==> src/rtl/reg_scoreboard.sv <==
// reg_scoreboard
//   Tracks in-flight register writes across the EXE / MEM (and optional WB)
//   pipeline slots so a hazard detector can see which registers are still
//   owed a write-back. It also counts the cycles in which an issue was
//   refused because of a hazard.
//
//   Configuration macro: SB_WB_STAGE_EN
//     - defined:   a WB slot follows MEM and contributes to pending.
//     - undefined: MEM contents are dropped on advance, and pending covers
//                  EXE and MEM only.
//
//   Ports
//     clk, rst            single clock, synchronous active-high reset
//     issue_valid         decode stage presents an instruction
//     issue_wb_en         issued instruction writes the register file
//     issue_mem_r         issued instruction is a load
//     issue_rd[3:0]       destination register of the issued instruction
//     hazard              hazard detector requests a bubble
//     flush               taken branch; the decode instruction is discarded
//     mem_stall           the whole back end freezes
//     WB_EXE, EXE_MEM_R   EXE slot write-back / load flags
//     WB_MEM              MEM slot write-back flag
//     RD_EXE, RD_MEM      EXE / MEM destination registers (0 when the slot is empty)
//     pending[15:0]       bit r set while any valid writing slot targets r
//     issue_ready         the decode instruction is accepted this cycle
//     bubble_cnt          saturating count of hazard-refused issue cycles
module reg_scoreboard #(
  parameter int NSTALL_W = 8
) (
  input  logic                clk,
  input  logic                rst,
  input  logic                issue_valid,
  input  logic                issue_wb_en,
  input  logic                issue_mem_r,
  input  logic [3:0]          issue_rd,
  input  logic                hazard,
  input  logic                flush,
  input  logic                mem_stall,
  output logic                WB_EXE,
  output logic                EXE_MEM_R,
  output logic                WB_MEM,
  output logic [3:0]          RD_EXE,
  output logic [3:0]          RD_MEM,
  output logic [15:0]         pending,
  output logic                issue_ready,
  output logic [NSTALL_W-1:0] bubble_cnt
);

  // One-hot decode of a register index.
  function automatic logic [15:0] onehot16(input logic [3:0] idx);
    return 16'h0001 << idx;
  endfunction

  logic                exe_valid_q, exe_valid_d;
  logic                exe_wb_q,    exe_wb_d;
  logic                exe_memr_q,  exe_memr_d;
  logic [3:0]          exe_rd_q,    exe_rd_d;
  logic                mem_valid_q, mem_valid_d;
  logic                mem_wb_q,    mem_wb_d;
  logic                mem_memr_q,  mem_memr_d;
  logic [3:0]          mem_rd_q,    mem_rd_d;
`ifdef SB_WB_STAGE_EN
  logic                wb_valid_q,  wb_valid_d;
  logic                wb_wb_q,     wb_wb_d;
  logic [3:0]          wb_rd_q,     wb_rd_d;
`endif
  logic [NSTALL_W-1:0] cnt_q,       cnt_d;

  assign issue_ready = ~mem_stall & ~hazard & ~flush;

  // Next-state: hold everything on stall, otherwise shift slots and load EXE.
  always_comb begin
    exe_valid_d = exe_valid_q;
    exe_wb_d    = exe_wb_q;
    exe_memr_d  = exe_memr_q;
    exe_rd_d    = exe_rd_q;
    mem_valid_d = mem_valid_q;
    mem_wb_d    = mem_wb_q;
    mem_memr_d  = mem_memr_q;
    mem_rd_d    = mem_rd_q;
`ifdef SB_WB_STAGE_EN
    wb_valid_d  = wb_valid_q;
    wb_wb_d     = wb_wb_q;
    wb_rd_d     = wb_rd_q;
`endif
    cnt_d       = cnt_q;
    if (!mem_stall) begin
`ifdef SB_WB_STAGE_EN
      wb_valid_d  = mem_valid_q;
      wb_wb_d     = mem_wb_q;
      wb_rd_d     = mem_rd_q;
`endif
      mem_valid_d = exe_valid_q;
      mem_wb_d    = exe_wb_q;
      mem_memr_d  = exe_memr_q;
      mem_rd_d    = exe_rd_q;
      if (issue_valid && issue_ready) begin
        exe_valid_d = 1'b1;
        exe_wb_d    = issue_wb_en;
        exe_memr_d  = issue_mem_r;
        exe_rd_d    = issue_rd;
      end else begin
        exe_valid_d = 1'b0;
        exe_wb_d    = 1'b0;
        exe_memr_d  = 1'b0;
        exe_rd_d    = 4'd0;
      end
      // A flush takes priority over a hazard, so a flushed issue is not
      // counted as a bubble.
      if (issue_valid && hazard && !flush && (cnt_q != {NSTALL_W{1'b1}})) begin
        cnt_d = cnt_q + {{(NSTALL_W-1){1'b0}}, 1'b1};
      end else begin
        cnt_d = cnt_q;
      end
    end else begin
      cnt_d = cnt_q;
    end
  end

  // Slot and counter registers with synchronous reset.
  always_ff @(posedge clk) begin
    if (rst) begin
      exe_valid_q <= 1'b0;
      exe_wb_q    <= 1'b0;
      exe_memr_q  <= 1'b0;
      exe_rd_q    <= 4'd0;
      mem_valid_q <= 1'b0;
      mem_wb_q    <= 1'b0;
      mem_memr_q  <= 1'b0;
      mem_rd_q    <= 4'd0;
`ifdef SB_WB_STAGE_EN
      wb_valid_q  <= 1'b0;
      wb_wb_q     <= 1'b0;
      wb_rd_q     <= 4'd0;
`endif
      cnt_q       <= {NSTALL_W{1'b0}};
    end else begin
      exe_valid_q <= exe_valid_d;
      exe_wb_q    <= exe_wb_d;
      exe_memr_q  <= exe_memr_d;
      exe_rd_q    <= exe_rd_d;
      mem_valid_q <= mem_valid_d;
      mem_wb_q    <= mem_wb_d;
      mem_memr_q  <= mem_memr_d;
      mem_rd_q    <= mem_rd_d;
`ifdef SB_WB_STAGE_EN
      wb_valid_q  <= wb_valid_d;
      wb_wb_q     <= wb_wb_d;
      wb_rd_q     <= wb_rd_d;
`endif
      cnt_q       <= cnt_d;
    end
  end

  // Pending map from slot state only; the issue in flight this cycle is not bypassed.
  always_comb begin
    pending = 16'h0000;
    if (exe_valid_q && exe_wb_q) begin
      pending = pending | onehot16(exe_rd_q);
    end else begin
      pending = pending;
    end
    if (mem_valid_q && mem_wb_q) begin
      pending = pending | onehot16(mem_rd_q);
    end else begin
      pending = pending;
    end
`ifdef SB_WB_STAGE_EN
    if (wb_valid_q && wb_wb_q) begin
      pending = pending | onehot16(wb_rd_q);
    end else begin
      pending = pending;
    end
`endif
  end

  assign WB_EXE     = exe_valid_q & exe_wb_q;
  assign EXE_MEM_R  = exe_valid_q & exe_memr_q;
  assign WB_MEM     = mem_valid_q & mem_wb_q;
  assign RD_EXE     = exe_valid_q ? exe_rd_q : 4'd0;
  assign RD_MEM     = mem_valid_q ? mem_rd_q : 4'd0;
  assign bubble_cnt = cnt_q;

endmodule

==> config.mk <==
export PLATFORM = sky130hd
export DESIGN_NAME = reg_scoreboard
export DESIGN_NICKNAME = d
export VERILOG_FILES = /design/src/rtl/reg_scoreboard.sv
export SDC_FILE = /design/constraint.sdc
export NUM_CORES = 1
export LEC_CHECK = 0
export CAP_MARGIN = 25
export CORE_UTILIZATION = 35
export CTS_CLUSTER_SIZE = 20
export DETAILED_ROUTE_END_ITERATION = 7
export PLACE_DENSITY_LB_ADDON = 0.12
export SLEW_MARGIN = 0
export SYNTH_ARGS = -nofsm -noshare
export SYNTH_HDL_FRONTEND = slang
export SYNTH_SLANG_ARGS = --single-unit
==> constraint.sdc <==
create_clock -name clk -period 4.74 [get_ports clk]
set_input_delay 0.948 -clock clk [delete_from_list [all_inputs] [get_ports clk]]
set_output_delay 0.948 -clock clk [all_outputs]
set_load 0.1 [all_outputs]
==> impl_summary.txt <==
----------------------------------------------------
[Outcome]
  Outcome ... completed

[Setup path]
  Critical path startpoint category ... flip-flop
  R2R Path End ... bubble_cnt[5]
  Depth of the most critical reg-to-reg path ... 4
  Worst setup path start ... exe_valid_q
  Crit Path Category ... flip-flop to primary output
  Kind of capture point of the worst setup path ... primary output
  Worst path slowest cell ... sky130_fd_sc_hd__clkdlybuf4s50_1
  Worst path max stage delay ... 1.16 ns
  Critical Path RT ... around 3.8 ns
  Worst reg-to-reg setup slack ... 3.01 ns
  Critical Path Fanout Max ... 8
  Crit path capture ... pending[3]
  Critical Path, Cell by Cell ... and2_1 > or3b_4 > o22ai_1 > clkdlybuf4s50_1
  Data arrival time at the worst-slack endpoint ... 2.78 ns
  Critical R2R Launch ... bubble_cnt[0]

[Logic synthesis]
  Top cell type by total area after synthesis ... sky130_fd_sc_hd__dfxtp_1
  Proportion of synthesized flip-flops having asynchronous set or reset ... 0
  Most frequent cell after synthesis ... sky130_fd_sc_hd__dfxtp_1
  Seq cells post-synth ... 21
  Most frequently used flop master after synthesis ... sky130_fd_sc_hd__dfxtp_1
  Sequential-to-total area share from yosys stat ... 0.341
  Number of synthesized flops with an enable pin ... 0
  Mapped cell area ... around 1200 um2
  Average footprint of a synthesized cell ... approximately 9 um2
  Post-synthesis net count ... ~150
  Synthesis warning total ... 0
  Synth top area cells ... sky130_fd_sc_hd__dfxtp_1 (34%), sky130_fd_sc_hd__o22ai_1 (8.1%), sky130_fd_sc_hd__and2_1 (6.1%), sky130_fd_sc_hd__mux2i_1 (5.7%), sky130_fd_sc_hd__nor2_1 (5.2%)
  Distinct cell type count after synthesis ... 39
  Gate Count Post-Synth ... between 100 and 150
  Ranking of synthesized cells by instance count ... sky130_fd_sc_hd__dfxtp_1 (21), sky130_fd_sc_hd__nor2_1 (17), sky130_fd_sc_hd__o22ai_1 (16), sky130_fd_sc_hd__and2_1 (12), sky130_fd_sc_hd__mux2i_1 (7)
  Fraction of synthesized cell area taken by the top area cell type ... 0.341

[STA]
  Final worst-path cycle share ... 0.786
  Final worst setup slack ... just over 1 ns
  F_max ... between 0.2 and 0.3 GHz
  Minimum clock period ... between 3 and 4 ns
  Max Clock Skew ... ~0.016 ns
  Worst slew margin relative to its limit ... 0.338
  Final setup fails ... 0
  Count of final hold-check violations ... 0
  RSZ-0062 raised after global routing ... false
  Total negative slack for setup checks ... 0 ns
  Transition time of the tightest slew-check pin ... 0.990 ns
  Max-slew violation total from the final report ... 0

[Power and ir drop]
  Areal power density over the cells ... approximately 170 nW/um2
  Worst IR drop on VDD ... 116 uV
  Final Total Pwr ... a little under 0.3 mW
  Leakage power total ... 0.594 nW

[Die]
  Die Y ... approximately 61 um
  Cell Rows ... 21
  Effective utilization at floorplan ... 0.367
  I/O pins ... 48
  Width of the die ... between 60 and 70 um
  Total die area ... 3770 um2
  Area of the core ... between 3000 and 4000 um2

[Clock network]
  Clock Path Buffers ... 2
  Cts repair resizes ... 0
  Number of H-tree levels ... 1
  Post-CTS setup buffers ... 0
  Clock latency reported for the late side of the worst-skew pair ... ~0.30 ns
  CTS Buf Count ... 3
  Clk Tree Root Cell ... sky130_fd_sc_hd__clkbuf_4
  Number of buffers inserted by hold repair at cts ... 0
  CTS tree ... built
  Clock-pin slew of the registers on the worst-case setup and hold paths ... approximately 0.11 ns
  CTS sink cnt ... 21

[Placement]
  Worst slack, placed ... 1.32 ns
  HPWL reported at the end of detailed placement ... ~2.4 mm
  Final GP Congestion ... slightly above 0.8
  Placed Cells incl. Taps ... between 200 and 250
  Number of buffers inserted by port buffering ... between 40 and 50

[Routing]
  Average detailed-routed wire length per instance ... 13.6 um
  Detailed-route via count ... ~1200
  DRT antenna net count ... 0
  Post-Route WL ... a little over 3 mm
  Average via count per standard cell ... roughly 5.3
  First-pass DRT Iterations ... 4
  Starting DRT DRC Count ... 85
  Drc violations ... 0

[Worst hold path]
  Launch point of the worst hold path ... exe_memr_q
  Worst min path class ... flip-flop to flip-flop

[Global routing]
  Combined global-route utilization of all metal layers ... 0.174
  Wire length of the first global-routing pass ... between 4 and 5 mm
  Number of antenna violations at the first check in global routing ... 0
  Total congestion overflow ... 0
  Number of global-route vias before repair ... 1056
  Pin count of the biggest net entering global routing ... 26

[Finish]
  Area growth, synth to finish ... 41.5%
  Non-Filler Instances ... about 230
  Share of cells above drive strength 1 ... 0.0714
  Net count of the finished layout ... 196
  Ant diodes ... 0

[Run]
  MaxCap Viol Count ... 0

----------------------------------------------------
[layout make-up]
class / count / area (um2)
Multi-Input combinational cell: 109 / 768
Tap cell: 46 / 57.6
Timing Repair Buffer: 47 / 468
Clock inverter: 1 / 5.00
Inverter: 1 / 3.75
Fill cell: 343 / 1620
Sequential cell: 21 / 420
Clock buffer: 3 / 22.5
[critical path, delay by kind of cell (launching register included)]
kind / cells / cell delay (ns)
simple gates: 2 / 0.69
flops: 1 / 0.46
buf+inv: 1 / 1.16
compound gates: 1 / 0.18
[kinds of logic after synthesis]
| family | after synthesis | share of synthesized area |
|---|---|---|
| buffers and inverters | 8 | 0.0365 |
| AO/OA/AOI/OAI | 33 | 0.183 |
| AND/OR/NAND/NOR | 65 | 0.346 |
| flip-flops | 21 | 0.341 |
| adder cells (fa/ha/maj) | 1 | 0.0101 |
| multiplexers | 10 | 0.0842 |
[per-stage QoR]
step	instance area, um2	hold slack, ns	util
finish	1750	0.517	0.519
detailed placement	1720	0.495	0.511
global placement	1720	0.490	0.511
global route	1750	0.541	0.519
CTS	1750	0.521	0.519
floorplan	1230	0.457	-
[worst min path at each step]
stage	slack [ns]	depth (start not counted)	to
after floorplan	0.46	2	mem_wb_q
after global placement	0.49	2	exe_memr_q
after detailed placement	0.49	2	exe_memr_q
after CTS	0.52	2	exe_memr_q
after global routing	0.54	2	exe_memr_q
final	0.52	2	exe_memr_q
[metal layers]
layer | vias up | track usage | share of wire
li1 | 608 | - | -
met1 | 552 | 0.241 | 0.48
met2 | 51 | 0.278 | 0.46
met3 | 2 | 0.0315 | 0.057
met4 | 0 | 0.0540 | 0.0065
met5 | - | 0 | 0
[power breakdown]
group	internal, mW	switching, mW
registers	0.178	0.00222
clock network	0.0314	0.0528
logic	0.0154	0.0181
[placed cells by master, fill, tap and decap left out, types with 3 or more instances in the layout]
master / count
sky130_fd_sc_hd__a311oi_1: 3
sky130_fd_sc_hd__dfxtp_1: 21
sky130_fd_sc_hd__clkdlybuf4s50_1: 46
sky130_fd_sc_hd__nor2b_1: 4
sky130_fd_sc_hd__and3_1: 3
sky130_fd_sc_hd__and2_1: 12
sky130_fd_sc_hd__nand3b_1: 4
sky130_fd_sc_hd__a22oi_1: 6
sky130_fd_sc_hd__a21oi_1: 3
sky130_fd_sc_hd__clkbuf_4: 3
sky130_fd_sc_hd__nor2_1: 17
sky130_fd_sc_hd__nand2_1: 3
sky130_fd_sc_hd__mux2i_1: 7
sky130_fd_sc_hd__nand3_1: 3
sky130_fd_sc_hd__o22ai_1: 16
sky130_fd_sc_hd__nand2b_1: 6
[registers in the layout, summed over array words and instances (netlist names)]
register,flops
bubble_cnt,8
exe_memr_q,1
exe_rd_q,4
exe_valid_q,1
exe_wb_q,1
mem_rd_q,4
mem_valid_q,1
mem_wb_q,1
Power figures use the tool's default switching activity.
